File: config.mk
export PLATFORM = sky130hd
export DESIGN_NAME = exotiny_console_mon
export DESIGN_NICKNAME = d
export VERILOG_FILES = /design/src/rtl/exotiny_console_mon.sv
export SDC_FILE = /design/constraint.sdc
export NUM_CORES = 1
export LEC_CHECK = 0
export CAP_MARGIN = 25
export CORE_MARGIN = 4
export CORE_UTILIZATION = 46
export CTS_CLUSTER_DIAMETER = 60
export DETAILED_ROUTE_END_ITERATION = 8
export GPL_TIMING_DRIVEN = 1
export MAX_ROUTING_LAYER = met4
export PLACE_DENSITY = 0.71
export SLEW_MARGIN = 5
export SYNTH_ARGS = -nofsm -noshare
export SYNTH_HDL_FRONTEND = slang
export SYNTH_SLANG_ARGS = --single-unit
File: constraint.sdc
create_clock -name clk_i -period 3 [get_ports clk_i]
set_input_delay 0.45 -clock clk_i [delete_from_list [all_inputs] [get_ports clk_i]]
set_output_delay 0.45 -clock clk_i [all_outputs]
set_load 0.05 [all_outputs]
File: src/rtl/exotiny_console_mon.sv
// exotiny_console_mon
// Snoops CPU writes to the console register, buffers each written byte in a
// small FIFO for draining, flags pass/fail keywords seen in the byte stream
// and flags a runaway program through a cycle watchdog.
//
// Ports
//   clk_i      clock
//   rst_in     asynchronous active-low reset
//   stb_i      CPU dmem strobe (a rising edge qualifies one capture)
//   sel_i      register-space select from the bus decoder
//   adr_i      register address, compared against CON_ADR
//   dat_i      write data, only [7:0] is captured
//   chr_o      FIFO head byte (0 while empty)
//   chr_vld_o  FIFO non-empty
//   chr_rdy_i  consumer accepts the head byte
//   ovf_o      sticky: a byte was dropped on a full FIFO
//   done_o     sticky: pass keyword seen
//   err_o      sticky: fail keyword seen
//   tmo_o      sticky: watchdog expired
//   cnt_o      bytes captured since reset, saturating
//
// state   | meaning
// --------+--------------------------------------------------
// ST_RUN  | program running, watchdog counting
// ST_PASS | pass keyword seen, terminal until reset
// ST_FAIL | fail keyword seen, terminal until reset
// ST_TMO  | watchdog expired, terminal until reset

module exotiny_console_mon #(
    parameter int             ADR_W     = 5,
    parameter logic [ADR_W-1:0] CON_ADR = 'hC,
    parameter int             DEPTH     = 16,
    parameter logic [31:0]    PASS_WORD = "DONE",
    parameter int             PASS_LEN  = 4,
    parameter logic [31:0]    FAIL_WORD = "ERR",
    parameter int             FAIL_LEN  = 3,
    parameter int unsigned    TIMEOUT   = 600000
) (
    input  logic             clk_i,
    input  logic             rst_in,
    input  logic             stb_i,
    input  logic             sel_i,
    input  logic [ADR_W-1:0] adr_i,
    input  logic [31:0]      dat_i,
    output logic [7:0]       chr_o,
    output logic             chr_vld_o,
    input  logic             chr_rdy_i,
    output logic             ovf_o,
    output logic             done_o,
    output logic             err_o,
    output logic             tmo_o,
    output logic [15:0]      cnt_o
);

    localparam int AW = $clog2(DEPTH);
    // Keep only the significant low bytes of each keyword in the compare.
    localparam logic [31:0] PASS_MASK = 32'hFFFF_FFFF >> (8 * (4 - PASS_LEN));
    localparam logic [31:0] FAIL_MASK = 32'hFFFF_FFFF >> (8 * (4 - FAIL_LEN));

    typedef enum logic [1:0] {ST_RUN, ST_PASS, ST_FAIL, ST_TMO} state_t;

    state_t        r_state;
    state_t        w_state_nxt;
    logic          r_stb_q;
    logic [7:0]    r_mem [DEPTH];
    logic [AW:0]   r_wr_ptr;
    logic [AW:0]   r_rd_ptr;
    logic [31:0]   r_sreg;
    logic [15:0]   r_cnt;
    logic          r_ovf;
    logic [31:0]   r_wdog;

    logic w_cap;
    logic w_empty;
    logic w_full;
    logic w_pop;
    logic w_push;
    logic w_pass_hit;
    logic w_fail_hit;
    logic w_wdog_hit;
    logic w_unused_dat;

    // Edge-detect the strobe so a long strobe captures only once.
    assign w_cap   = stb_i & ~r_stb_q & sel_i & (adr_i == CON_ADR);

    assign w_empty = (r_wr_ptr == r_rd_ptr);
    assign w_full  = (r_wr_ptr[AW] != r_rd_ptr[AW]) &&
                     (r_wr_ptr[AW-1:0] == r_rd_ptr[AW-1:0]);
    assign w_pop   = ~w_empty & chr_rdy_i;
    // A pop in the same cycle frees the slot, so a push at full still lands.
    assign w_push  = w_cap & (~w_full | w_pop);

    assign w_pass_hit = ((r_sreg ^ PASS_WORD) & PASS_MASK) == 32'h0;
    assign w_fail_hit = ((r_sreg ^ FAIL_WORD) & FAIL_MASK) == 32'h0;
    assign w_wdog_hit = (TIMEOUT != 0) && (r_wdog == TIMEOUT - 1);

    assign w_unused_dat = ^dat_i[31:8];

    always_ff @(posedge clk_i or negedge rst_in) begin
        if (!rst_in) begin
            r_stb_q  <= 1'b0;
            r_wr_ptr <= '0;
            r_rd_ptr <= '0;
            r_sreg   <= 32'h0;
            r_cnt    <= 16'h0;
            r_ovf    <= 1'b0;
        end else begin
            r_stb_q <= stb_i;
            if (w_push) r_wr_ptr <= r_wr_ptr + 1'b1;
            if (w_pop)  r_rd_ptr <= r_rd_ptr + 1'b1;
            if (w_cap) begin
                r_sreg <= {r_sreg[23:0], dat_i[7:0]};
                if (r_cnt != 16'hFFFF) r_cnt <= r_cnt + 16'h1;
                if (w_full && !w_pop) r_ovf <= 1'b1;
            end
        end
    end

    // Storage needs no reset; the head is masked while the FIFO is empty.
    always_ff @(posedge clk_i) begin
        if (w_push) r_mem[r_wr_ptr[AW-1:0]] <= dat_i[7:0];
    end

    always_ff @(posedge clk_i or negedge rst_in) begin
        if (!rst_in) begin
            r_state <= ST_RUN;
            r_wdog  <= 32'h0;
        end else begin
            r_state <= w_state_nxt;
            if (r_state == ST_RUN) r_wdog <= r_wdog + 32'h1;
        end
    end

    always_comb begin
        w_state_nxt = r_state;
        if (r_state == ST_RUN) begin
            if (w_fail_hit)      w_state_nxt = ST_FAIL;
            else if (w_pass_hit) w_state_nxt = ST_PASS;
            else if (w_wdog_hit) w_state_nxt = ST_TMO;
        end
    end

    assign chr_vld_o = ~w_empty;
    assign chr_o     = w_empty ? 8'h00 : r_mem[r_rd_ptr[AW-1:0]];
    assign ovf_o     = r_ovf;
    assign cnt_o     = r_cnt;
    assign done_o    = (r_state == ST_PASS);
    assign err_o     = (r_state == ST_FAIL);
    assign tmo_o     = (r_state == ST_TMO);

endmodule
==> impl_metrics.tcl <==
set metrics [dict create \
    run_status "finished, violations left" \
    failed_checks "negative hold slack, negative setup slack" \
    die_w_um 151 \
    final_cell_area_um2 11000 \
    fin_cells 914 \
    critical_path_capture_point_type "output port" \
    fin_nets 682 \
    power_leakage_nw 4.28 \
    tritoncts "yes" \
    core.rowCount 51 \
    tritoncts_num_sinks 222 \
    placement.setup.worst_slack_ns 0.234 \
    dominantRegCellSynth "sky130_fd_sc_hd__edfxtp_1" \
    finalWeightedCongestion 0.796 \
    skew_ns 0.0200 \
    crit_path_cell_trace "buf_12 -> buf_8 -> mux4_2 -> mux4_2 -> and2_4 -> buf_8" \
    tritoncts.num_buffers 23 \
    boundary_pin_count 71 \
    ys_async_sr_fraction 0.423 \
    detail_route.iter0.violations 343 \
    grt_antenna_before_repair 0 \
    groute.usage.overall 0.172 \
    ir_worst_vdd_v 0.000364 \
    minimum_clock_period_ns 3.03 \
    finalSetupViolations 6 \
    first_pass_iters 4 \
    fp.dieH_um 151 \
    max-cap-violations 0 \
    layout_worst_path_cycle_share 1.01 \
    layout.area.seq_um2 6200 \
    fin_worst_hold_slack_ns -0.00413 \
    floorplan.core_area_um2 19700 \
    h-tree-depth 1 \
    postSynthNetCount 609 \
    yosysWarnings 0 \
    ctsRootBufferMaster "sky130_fd_sc_hd__clkbuf_16" \
    synth-edff-count 128 \
    yosysUniqueCellTypes 44 \
    routedWlPerCell_um 20.0 \
    yosys_register_bits 222 \
    timing.slew.headroom 0.540 \
    final_antenna_diode_count 0 \
    postSynthAreaPerCell_um2 16.7 \
    syn-instance-count 560 \
    worst_ep_arrival_time_ns 2.58 \
    clkSlewWorstSetupHoldPaths_ns 0.06 \
    design_power_total_mw 8.65 \
    max_slew.worst_pin.slew_ns 0.687 \
    post_drt_via_cell_ratio 5.45 \
    final_hold_viol_count 2 \
    critical_path.max_stage_delay_ns 0.53 \
    rsz0062_at_grt "true" \
    multi_input_comb_area_um2 2960 \
    power_density_nw_per_um2 785 \
    grt-ovfl-total 0 \
    startpoint_type "flop" \
    netlist_area_um2 9350 \
    setup_slack_ns -0.0252 \
    count_of_unresolved_drc_violations_after_routing 0 \
    maxSlewViolCount 0 \
    first_global_vias 5302 \
    overall_die_area_um2 22700 \
    crit_slowest_cell "sky130_fd_sc_hd__dfrtp_4" \
    final_layout_size_suffix_gt1_frac 0.236 \
    finalWirelength_um 18300 \
    dpl.cell_count 867 \
    pin_count_of_the_biggest_net_entering_global_routing 95 \
    timing_worst_setup_path_type "flop to output port" \
    num_vias 4982 \
    synth.yosys.seq_area_share 0.663 \
    area_delta_synth_final_pct 17.8 \
    n_fill_cell 1516 \
    dpl.hpwl_um 11600 \
    global_route_wire_length_before_repair_um 29500 \
    detail-route-antenna-nets 0 \
    utilization 0.559 \
    critical_path_required_ns 2.55 \
    worstPathMaxFanout 5 \
    max_clk_rate_mhz 331 \
    ctsLongestPathBuffers 3 \
    cts_hold_buf 0 \
    placement.io_buffers 46 \
    floorplan.initialDensity 0.474 \
    dpl-instance-area_um2 10100 \
    hold_path.class "input port to asynchronous set/reset pin" \
    worst_skew_pair.late_latency_ns 0.50 \
]
## state kept, by name, summed over array words and instances (netlist names)
register and count:
r_sreg 32, r_wr_ptr 5, r_state 2, r_mem 128, cnt_o 16, r_wdog 32, r_rd_ptr 5, r_stb_q 1
ovf_o 1
## cell usage in the layout, fill, tap and decap left out, drive strengths merged, types with 10 or more instances in the layout
| master | count |
|---|---|
| edfxtp | 128 |
| dfrtp | 94 |
| mux4 | 40 |
| clkdlybuf4s50 | 36 |
| xnor2 | 35 |
| mux2 | 35 |
| clkbuf | 33 |
| buf | 31 |
| nor2 | 29 |
| nand2 | 28 |
| xor2 | 22 |
| nand3 | 20 |
| nand4 | 18 |
| and2 | 16 |
| and3 | 10 |
## cell usage after synthesis, types with 2 or more instances
cell type / count / area (µm²)
sky130_fd_sc_hd__edfxtp_1: 128 / 3840
sky130_fd_sc_hd__dfrtp_1: 94 / 2350
sky130_fd_sc_hd__mux2_2: 35 / 394
sky130_fd_sc_hd__xnor2_1: 35 / 307
sky130_fd_sc_hd__mux4_2: 30 / 676
sky130_fd_sc_hd__nor2_1: 29 / 109
sky130_fd_sc_hd__nand2_1: 27 / 101
sky130_fd_sc_hd__xor2_1: 22 / 193
sky130_fd_sc_hd__nand3_1: 19 / 95.1
sky130_fd_sc_hd__nand4_1: 18 / 113
sky130_fd_sc_hd__and2_1: 16 / 100
sky130_fd_sc_hd__and3_1: 10 / 62.6
sky130_fd_sc_hd__mux4_1: 10 / 263
sky130_fd_sc_hd__nor3_1: 8 / 40.0
sky130_fd_sc_hd__nor4_1: 8 / 50.1
sky130_fd_sc_hd__and4b_1: 7 / 70.1
sky130_fd_sc_hd__ha_1: 7 / 87.6
sky130_fd_sc_hd__inv_1: 7 / 26.3
sky130_fd_sc_hd__nor4bb_1: 6 / 60.1
sky130_fd_sc_hd__clkbuf_8: 5 / 68.8
sky130_fd_sc_hd__clkbuf_1: 4 / 15.0
sky130_fd_sc_hd__buf_1: 3 / 11.3
sky130_fd_sc_hd__buf_6: 3 / 33.8
sky130_fd_sc_hd__nor4b_1: 3 / 26.3
sky130_fd_sc_hd__o31ai_1: 3 / 22.5
sky130_fd_sc_hd__a21oi_1: 2 / 10.0
sky130_fd_sc_hd__and4bb_2: 2 / 25.0
sky130_fd_sc_hd__buf_12: 2 / 40.0
sky130_fd_sc_hd__nand2b_1: 2 / 12.5
## worst max-delay path: cells and delay by family, from the launching register on
kind / cells / cell delay [ns]
mux: 2 / 0.94
flops: 1 / 0.53
buf+inv: 3 / 0.42
simple gates: 1 / 0.18
## final timing paths
kind / to / depth (start not counted) / startpoint / slack [ns]
worst min register to register: r_wdog[31] / 1 / r_wdog[31] / 0.47
max in group asynchronous: r_rd_ptr[0] / 2 / rst_in / 2.59
min in group clk_i: r_stb_q / 1 / stb_i / 0.42
worst max-delay path: chr_o[2] / 6 / r_rd_ptr[0] / -0.03
worst min-delay path: r_wdog[8] / 2 / rst_in / -0.004
worst max register to register: r_mem[5][6] / 7 / r_rd_ptr[0] / 0.66
## report_power, final
part / internal (mW) / total, mW / switching (mW)
clock: 1.68 / 2.77 / 1.09
combinational: 1.29 / 2.50 / 1.21
sequential: 3.30 / 3.37 / 0.0763
total: 6.27 / 8.65 / 2.38
## kinds of logic after synthesis
logic type,Yosys count,share of synthesized area
buf+inv,26,0.0230
compound gates,9,0.00683
mux,75,0.143
xor+xnor,57,0.0534
flops,222,0.663
simple gates,164,0.102
fa+ha+maj,7,0.00937
## routing by layer
metal	vias to the layer above	GRT usage	routed length (µm)
li1	2280	-	-
met1	2589	0.222	7740
met2	104	0.289	9630
met3	9	0.0280	743
met4	0	0.0412	141
met5	-	-	0
## repair_timing
action                                  4_1_cts  5_1_grt
resized for setup                            29        2
hold endpoints to repair                      0        0
gates cloned                                  2        0
buffers inserted                              4        0
endpoints found under the setup margin        9        8
## cell type report
class,count,area share
flip-flops and latches,222,0.563
multi-input cells,312,0.269
inverters,7,0.00239
well taps,265,0.0301
repair buffers,67,0.0679
clock buffers,33,0.0593
clock inverters,8,0.00818
## metrics by stage
stage / setup TNS, ns / hold slack [ns]
3_5_place_dp: 0 / 0.469
3_3_place_gp: 0 / 0.453
6_report: -0.0771 / -0.00413
4_1_cts: -0.174 / 0.00591
5_1_grt: -0.512 / 0.0302
2_1_floorplan: 0 / 0.154
Note: power is estimated with default switching activity, not from simulation.
